## src/rtl/pipeline_pkg.sv

```systemverilog
// Shared definitions for the pipeline hazard controller: FSM state encoding
// and the default divider latency.
package pipeline_pkg;
   typedef enum logic [1:0] {
      RUN      = 2'd0,
      DIV_BUSY = 2'd1,
      DIV_DONE = 2'd2
   } hz_state_t;

   localparam int DIV_LATENCY_DEF = 32;
endpackage

```

## src/rtl/pipeline_hazard_ctrl.sv

```systemverilog
// Pipeline hazard controller: load-use stall, taken-branch flush, multi-cycle divide freeze.
// Optional stall-cycle counter is built only when HAZARD_PERF_CNT_EN is defined.
module pipeline_hazard_ctrl
   import pipeline_pkg::*;
#(
   parameter int DIV_LATENCY = DIV_LATENCY_DEF
) (
   input  logic        CLK,
   input  logic        Reset,
   input  logic [4:0]  ID_rs1,
   input  logic [4:0]  ID_rs2,
   input  logic        ID_uses_rs1,
   input  logic        ID_uses_rs2,
   input  logic        EX_mem_read,
   input  logic [4:0]  EX_rd,
   input  logic        EX_div_start,
   input  logic        EX_branch_taken,
   output logic        PC_write,
   output logic        IF_ID_write,
   output logic        IF_ID_flush,
   output logic        ID_EX_write,
   output logic        ID_EX_flush,
   output logic        EX_MEM_bubble,
   output logic        div_busy,
   output logic        div_done,
   output logic [31:0] stall_cycles
);

   localparam logic [5:0] DIV_LOAD = 6'(DIV_LATENCY - 2);

   hz_state_t  state;
   logic [5:0] div_cnt;
   logic       load_use;

   assign load_use = EX_mem_read && (EX_rd != 5'd0) &&
                     ((ID_uses_rs1 && (ID_rs1 == EX_rd)) ||
                      (ID_uses_rs2 && (ID_rs2 == EX_rd)));

   always_comb begin
      PC_write      = 1'b1;
      IF_ID_write   = 1'b1;
      IF_ID_flush   = 1'b0;
      ID_EX_write   = 1'b1;
      ID_EX_flush   = 1'b0;
      EX_MEM_bubble = 1'b0;
      div_busy      = 1'b0;
      div_done      = 1'b0;
      if (Reset) begin
         PC_write      = 1'b0;
         IF_ID_write   = 1'b0;
         ID_EX_write   = 1'b0;
         IF_ID_flush   = 1'b1;
         ID_EX_flush   = 1'b1;
         EX_MEM_bubble = 1'b1;
      end else begin
         case (state)
            RUN: begin
               if (EX_branch_taken) begin
                  IF_ID_flush = 1'b1;
                  ID_EX_flush = 1'b1;
               end else if (EX_div_start) begin
                  PC_write      = 1'b0;
                  IF_ID_write   = 1'b0;
                  ID_EX_write   = 1'b0;
                  EX_MEM_bubble = 1'b1;
               end else if (load_use) begin
                  PC_write    = 1'b0;
                  IF_ID_write = 1'b0;
                  ID_EX_flush = 1'b1;
               end
            end
            DIV_BUSY: begin
               PC_write      = 1'b0;
               IF_ID_write   = 1'b0;
               ID_EX_write   = 1'b0;
               EX_MEM_bubble = 1'b1;
               div_busy      = 1'b1;
            end
            DIV_DONE: div_done = 1'b1;
            default: ;
         endcase
      end
   end

   // div_cnt holds the busy cycles still to come; leaving on 1 lands the
   // counter on 0 as DIV_DONE is entered, giving exactly DIV_LATENCY-2 busy cycles.
   always_ff @(posedge CLK) begin
      if (Reset) begin
         state   <= RUN;
         div_cnt <= 6'd0;
      end else begin
         case (state)
            RUN: begin
               if (!EX_branch_taken && EX_div_start) begin
                  div_cnt <= DIV_LOAD;
                  state   <= (DIV_LATENCY <= 2) ? DIV_DONE : DIV_BUSY;
               end
            end
            DIV_BUSY: begin
               if (div_cnt != 6'd0) div_cnt <= div_cnt - 6'd1;
               if (div_cnt <= 6'd1) state <= DIV_DONE;
            end
            DIV_DONE: state <= RUN;
            default:  state <= RUN;
         endcase
      end
   end

`ifdef HAZARD_PERF_CNT_EN
   logic [31:0] stall_q;

   always_ff @(posedge CLK) begin
      if (Reset)         stall_q <= 32'd0;
      else if (!PC_write) stall_q <= stall_q + 32'd1;
   end

   assign stall_cycles = stall_q;
`else
   assign stall_cycles = 32'd0;
`endif

endmodule

```

## config.mk

```make
export PLATFORM = sky130hd
export DESIGN_NAME = pipeline_hazard_ctrl
export DESIGN_NICKNAME = d
export VERILOG_FILES = /design/src/rtl/pipeline_pkg.sv /design/src/rtl/pipeline_hazard_ctrl.sv
export SDC_FILE = /design/constraint.sdc
export NUM_CORES = 1
export LEC_CHECK = 0
export ABC_AREA = 1
export BUFFER_PORTS_ARGS = -buffer_cell sky130_fd_sc_hd__buf_2
export CORE_MARGIN = 2
export CORE_UTILIZATION = 43
export DETAILED_ROUTE_END_ITERATION = 8
export PLACE_DENSITY = 0.8
export SYNTH_ARGS = -nofsm -noshare
export SYNTH_HDL_FRONTEND = slang
export SYNTH_SLANG_ARGS = --single-unit
```

## constraint.sdc

```tcl
create_clock -name CLK -period 1.45 [get_ports CLK]
set_input_delay 0 -clock CLK [delete_from_list [all_inputs] [get_ports CLK]]
set_output_delay 0 -clock CLK [all_outputs]
set_load 0.005 [all_outputs]
```

==> results of run 1 <==
## cells by family (layout without fill, tap and decap cells)
kind of cell / after synthesis / in the layout
XOR/XNOR: 2 / 2
other: 1 / 32
adder cells (fa/ha/maj): 3 / 3
buffers and inverters: 59 / 57
AO/OA/AOI/OAI: 14 / 14
flip-flops: 8 / 8
AND/OR/NAND/NOR: 82 / 82
## metrics by stage
step	power [uW]	hold slack [ps]	std cells	util	area [sq um]
finish	780.4	57.61	226	0.4825	1067
global route	859.4	79.55	226	0.4825	1067
CTS	777.2	61.54	226	0.4813	1065
detailed placement	601.8	331.6	223	0.4712	1042
global placement	597.8	318.2	223	0.4712	1042
floorplan	577.3	38.50	200	-	1114
## state kept, by name (all words and copies together), names as in the netlist
| name | cells |
|---|---|
| div_cnt | 6 |
| state | 2 |
## layer usage
layer	global-route usage	share of wire	vias to the layer above
met5	0	0	-
met4	0.05128	0.0075	0
li1	-	-	508
met2	0.2722	0.46	39
met3	0.008621	0.073	3
met1	0.1769	0.46	372
## cells in the mapped netlist
library cell / number / share of area
o21ai_2: 2 / 0.018
nand3_2: 1 / 0.010
inv_2: 4 / 0.015
dfxtp_1: 8 / 0.16
o21a_2: 1 / 0.0088
nand2_2: 1 / 0.0063
o31ai_1: 1 / 0.0075
buf_4: 33 / 0.25
or2_1: 1 / 0.0063
o21ai_1: 4 / 0.020
and2_1: 1 / 0.0063
nand3_1: 8 / 0.040
conb_1: 1 / 0.0038
nand4_1: 2 / 0.013
xnor2_1: 2 / 0.018
nor2_2: 1 / 0.0063
a21oi_1: 6 / 0.030
nor3_1: 2 / 0.010
nor2_1: 19 / 0.072
ha_1: 3 / 0.038
inv_1: 21 / 0.079
nand2_1: 45 / 0.17
clkbuf_1: 1 / 0.0038
nor2_4: 1 / 0.011
## area by class of cell
type,count,area (sq um),area share
Inverter,25,93.84,0.08793
Timing Repair Buffer,29,145.1,0.1360
Sequential cell,8,160.2,0.1501
Clock buffer,3,22.52,0.02110
Tap cell,28,35.03,0.03283
Multi-Input combinational cell,133,610.6,0.5721
## where the power goes
| part | switching (uW) | total, uW | internal [uW] |
|---|---|---|---|
| sequential | 26.3 | 269 | 243 |
| combinational | 198 | 333 | 134 |
| clock | 83.2 | 178 | 95.2 |
## worst max-delay path, stage by stage (launching register included)
cell and delay, ps:
dfxtp_1 320, inv_1 150, ha_1 190, nand3_2 100, o21ai_2 260, nor2_1 80, nor2_1 100, nor2_1 40
## final timing paths
kind | from | to | slack [ps] | cells after the start
max | div_cnt[0]$_SDFFE_PP0P_ | div_cnt[5]$_SDFFE_PP0P_ | 100 | 7
min | EX_div_start | state[0]$_SDFFE_PP0P_ | 60 | 3
max reg2reg | div_cnt[0]$_SDFFE_PP0P_ | div_cnt[5]$_SDFFE_PP0P_ | 100 | 7
min reg2reg | div_cnt[1]$_SDFFE_PP0P_ | div_cnt[1]$_SDFFE_PP0P_ | 490 | 2
## timing repair
| item | CTS | global route |
|---|---|---|
| endpoints found under the setup margin | 0 | 2 |
| gates resized for setup | 0 | 1 |
| hold endpoints to repair | 0 | 0 |
==> results.toml, run 1 <==
[sta]
period_needed_ps = 1353
skew_ps = 3.811
drv_slew = 0
rsz0062_at_grt = "false"
finalCritPeriodShare = 0.9330
setup_violations = 0
max_freq_mhz = 739.2
tns_ps = 0
hold_viol_final = 0
worst_slack_ps = 97.10

[global_route]
grt_overflow = 0
grt_use_total = 0.1468
grt_max_degree = 13
grt_pass1_wl_mm = 3.077
antenna_found_initial = 0
grt_pass1_vias = 794

[setup_path]
cp.required_ps = 1600
worstSetupPathType = "reg -> reg"
start_kind = "flop"
crit_arrival_ps = 1500
end_kind = "flop"
cp_max_fo = 6

[floorplan]
die_h_microns = 52.16
die_area_sq_mm = 0.002720
core_sq_mm = 0.002212
start_util = 0.4508
die_x_microns = 52.16
fp-row-count = 17
io-pin-count = 62

[yosys]
synth_top_family_by_area = "simple AND/OR/NAND/NOR gates"
syn-instance-count = 169
synth-xor-area-share = 0.01757
synth_fa_ha_area_frac = 0.03764
synth-compound-area-share = 0.08407
synth-simple-area-share = 0.3501
muxShareOfSynthArea = 0
syn_area_sq_um = 997.2
synth_cell_types = 24
ys_seq_elements = 8
yosysSeqAreaShare = 0.1606
yosysWarnings = 0
avgSynthCellArea_sq_um = 5.901

[layout]
mostFrequentLayoutCell = "nand2_1"
nets = 225
drive_gt1_frac = 0.2222
n_fill_cell = 245
antennaDiodeCount = 0
final_cell_mix = "nand2_1, conb_1, buf_2, inv_1, nor2_1"
area_delta_synth_final_pct = 7.026

[run_status]
outcome = "finished clean"

[detailed_routing]
wl_per_cell_microns = 7.673
finalWirelength_mm = 1.734
remaining_drc_errors = 0
first_iter_violations = 5
via_count = 922
ant_nets = 0
first_pass_iters = 4
vias_per_cell = 4.080

[power_and_ir_drop]
powerDensity_mw_per_mm2 = 731.2
irDropWorstVdd_mv = 0.3138
p_leak_uw = 0.0006496

[min_path]
hold_path_class = "in -> reg"

[clock_network]
post_cts_buffers = 0
clkSlewWorstSetupHoldPaths_ps = 60
clock_latency_ps = 260
cts_hold_buf = 0
cts_buffers = 3
cts_buffer_depth = 2
clock_sinks = 8
cts_root_buf = "clkbuf_4"
htree_levels = 1
cts_tree = "built"

[placed_design]
pre_cts_slack_ps = 108.5
portBuffers = 29
place_congestion = 0.9012
dp_hpwl_mm = 1.472

[run]
max-cap-violations = 0
No activity file was read; power rests on OpenSTA's default activity.
==> run 2: changes to the inputs <==
==> constraint.sdc (replaced) <==
create_clock -name CLK -period 1.45 [get_ports CLK]
set_input_delay 0 -clock CLK [delete_from_list [all_inputs] [get_ports CLK]]
set_output_delay 0 -clock CLK [all_outputs]
set_load 0.1 [all_outputs]
==> run 2 against run 1 <==
Against the previous run:
- non-clock buffer count grew 1
- first-iteration DRC count rose to 3.4 times the previous value
- flip-flop and latch count unchanged
- combinational power increased to 2.6 times the previous value
- wire length increased by 6.2%
- worst setup slack got worse by 19 ps
- power is 70% higher
- cell count is 0.44% higher
- final area up 13%
- die area is the same
==> results.toml, run 2 (same netlist as run 1, synthesis figures left out) <==
[clock_network]
clkSlewWorstSetupHoldPaths_ps = 60
cts_tree = "built"
clock_sinks = 8
cts_root_buf = "clkbuf_4"
cts_buffers = 3
cts_hold_buf = 0
htree_levels = 1
clock_latency_ps = 250
cts_buffer_depth = 2

[power_and_ir_drop]
irDropWorstVdd_mv = 0.5070
powerDensity_mw_per_mm2 = 1107
p_leak_uw = 0.0006825

[global_route]
grt_max_degree = 13
grt_pass1_vias = 829
grt_use_total = 0.1526
antenna_found_initial = 0
grt_pass1_wl_mm = 3.256
grt_overflow = 0

[floorplan]
core_sq_mm = 0.002212
die_h_microns = 52.16
io-pin-count = 62
die_x_microns = 52.16
start_util = 0.4508
die_area_sq_mm = 0.002720
fp-row-count = 17

[layout]
n_fill_cell = 236
mostFrequentLayoutCell = "nand2_1"
area_delta_synth_final_pct = 20.45
antennaDiodeCount = 0
largest_reg_flops = 6
final_cell_count_no_fill = 227
nets = 226
largest_registers = "div_cnt: 6 flops, state: 2 flops"
multi_input_area_sq_um = 653.1
layout.area.seq_sq_um = 165.2
final_core_util = 0.5430
drive_gt1_frac = 0.2714
regMostFlops = "div_cnt"
final_cell_mix = "nand2_1, conb_1, buf_2, inv_1, nor2_1"

[sta]
hold_viol_final = 0
setup_violations = 0
skew_ps = 1.353
max_freq_mhz = 728.9
finalCritPeriodShare = 0.9461
drv_slew = 0
rsz0062_at_grt = "true"
period_needed_ps = 1372

[run]
max-cap-violations = 0

[placed_design]
place_congestion = 0.8853
portBuffers = 29
dp.cells = 223
dp_hpwl_mm = 1.560

[detailed_routing]
remaining_drc_errors = 0
first_pass_iters = 4
routed-wl-met3_microns = 160
wl_per_cell_microns = 8.110
finalWirelength_mm = 1.841
first_iter_violations = 17
vias_per_cell = 4.176
maxUsedRoutingLayer = "met4"
wl_met1_microns = 792
dr_wl_met2_microns = 870
via_count = 948
ant_nets = 0

[setup_path]
worstSetupPathType = "reg -> out"
end_kind = "primary output"
crit_arrival_ps = 1370
cp_max_fo = 8
cp.required_ps = 1450
start_kind = "flop"

[run_status]
outcome = "finished clean"

[min_path]
hold_path_class = "in -> reg"
-- run 2: changes by cell type in the layout (fill, tap and decap cells not counted), sizes merged --
| cell | change |
|---|---|
| clkinvlp | +1 |
| inv | -1 |
| buf | +1 |
-- run 2: metrics by stage --
| stage | cell area, sq um | setup TNS, ps | setup WS (ps) | hold slack (ps) | power, uW |
|---|---|---|---|---|---|
| 6_report | 1201 | 0 | 78.13 | 100.1 | 1329 |
| 5_1_grt | 1201 | -48.87 | -23.58 | 107.4 | 1401 |
| 4_1_cts | 1167 | 0 | 5.189 | 79.81 | 1316 |
| 3_5_place_dp | 1145 | 0 | 88.59 | 343.7 | 1138 |
| 3_3_place_gp | 1145 | 0 | 150.9 | 330.9 | 1131 |
| 2_1_floorplan | 1154 | -1051 | -404.3 | 101.4 | 1073 |
-- run 2: final timing paths --
kind	start	endpoint	slack, ps	cells past startpoint
worst min-delay path	Reset	div_cnt[5]$_SDFFE_PP0P_	100	2
worst max-delay path	state[1]$_SDFFE_PP0P_	EX_MEM_bubble	80	7
worst max register to register	div_cnt[0]$_SDFFE_PP0P_	div_cnt[5]$_SDFFE_PP0P_	180	7
worst min register to register	div_cnt[1]$_SDFFE_PP0P_	div_cnt[1]$_SDFFE_PP0P_	480	2
-- run 2: routing by layer --
layer  vias to the layer above  GRT usage
li1                        510          -
met2                        41     0.2616
met1                       395     0.1955
met4                         0    0.04274
met3                         2    0.02586
met5                         -          0
-- run 2: where the power goes --
| part | internal, uW | total [uW] | switching, uW |
|---|---|---|---|
| logic | 190 | 882 | 692 |
| clock network | 95.0 | 174 | 79.2 |
| registers | 243 | 273 | 30.5 |
| total | 528 | 1330 | 801 |
-- run 2: final cells by class --
type / instances / area share
multi-input combinational: 133 / 0.5438
timing repair buffer: 30 / 0.1896
sequential: 8 / 0.1375
inverter: 25 / 0.08125
tap: 28 / 0.02917
clock buffer: 3 / 0.01875
-- run 2: repair_timing --
action,CTS,global route
setup endpoints to repair,0,4
setup buffers,0,1
gates resized for setup,0,8
-- run 2: worst max-delay path: stages (launching register included) --
cell     delay (ps)
dfxtp_4         360
inv_2            80
nand2_4          90
o21ai_4         120
nor2_4           50
buf_4           150
inv_1            80
buf_12          180
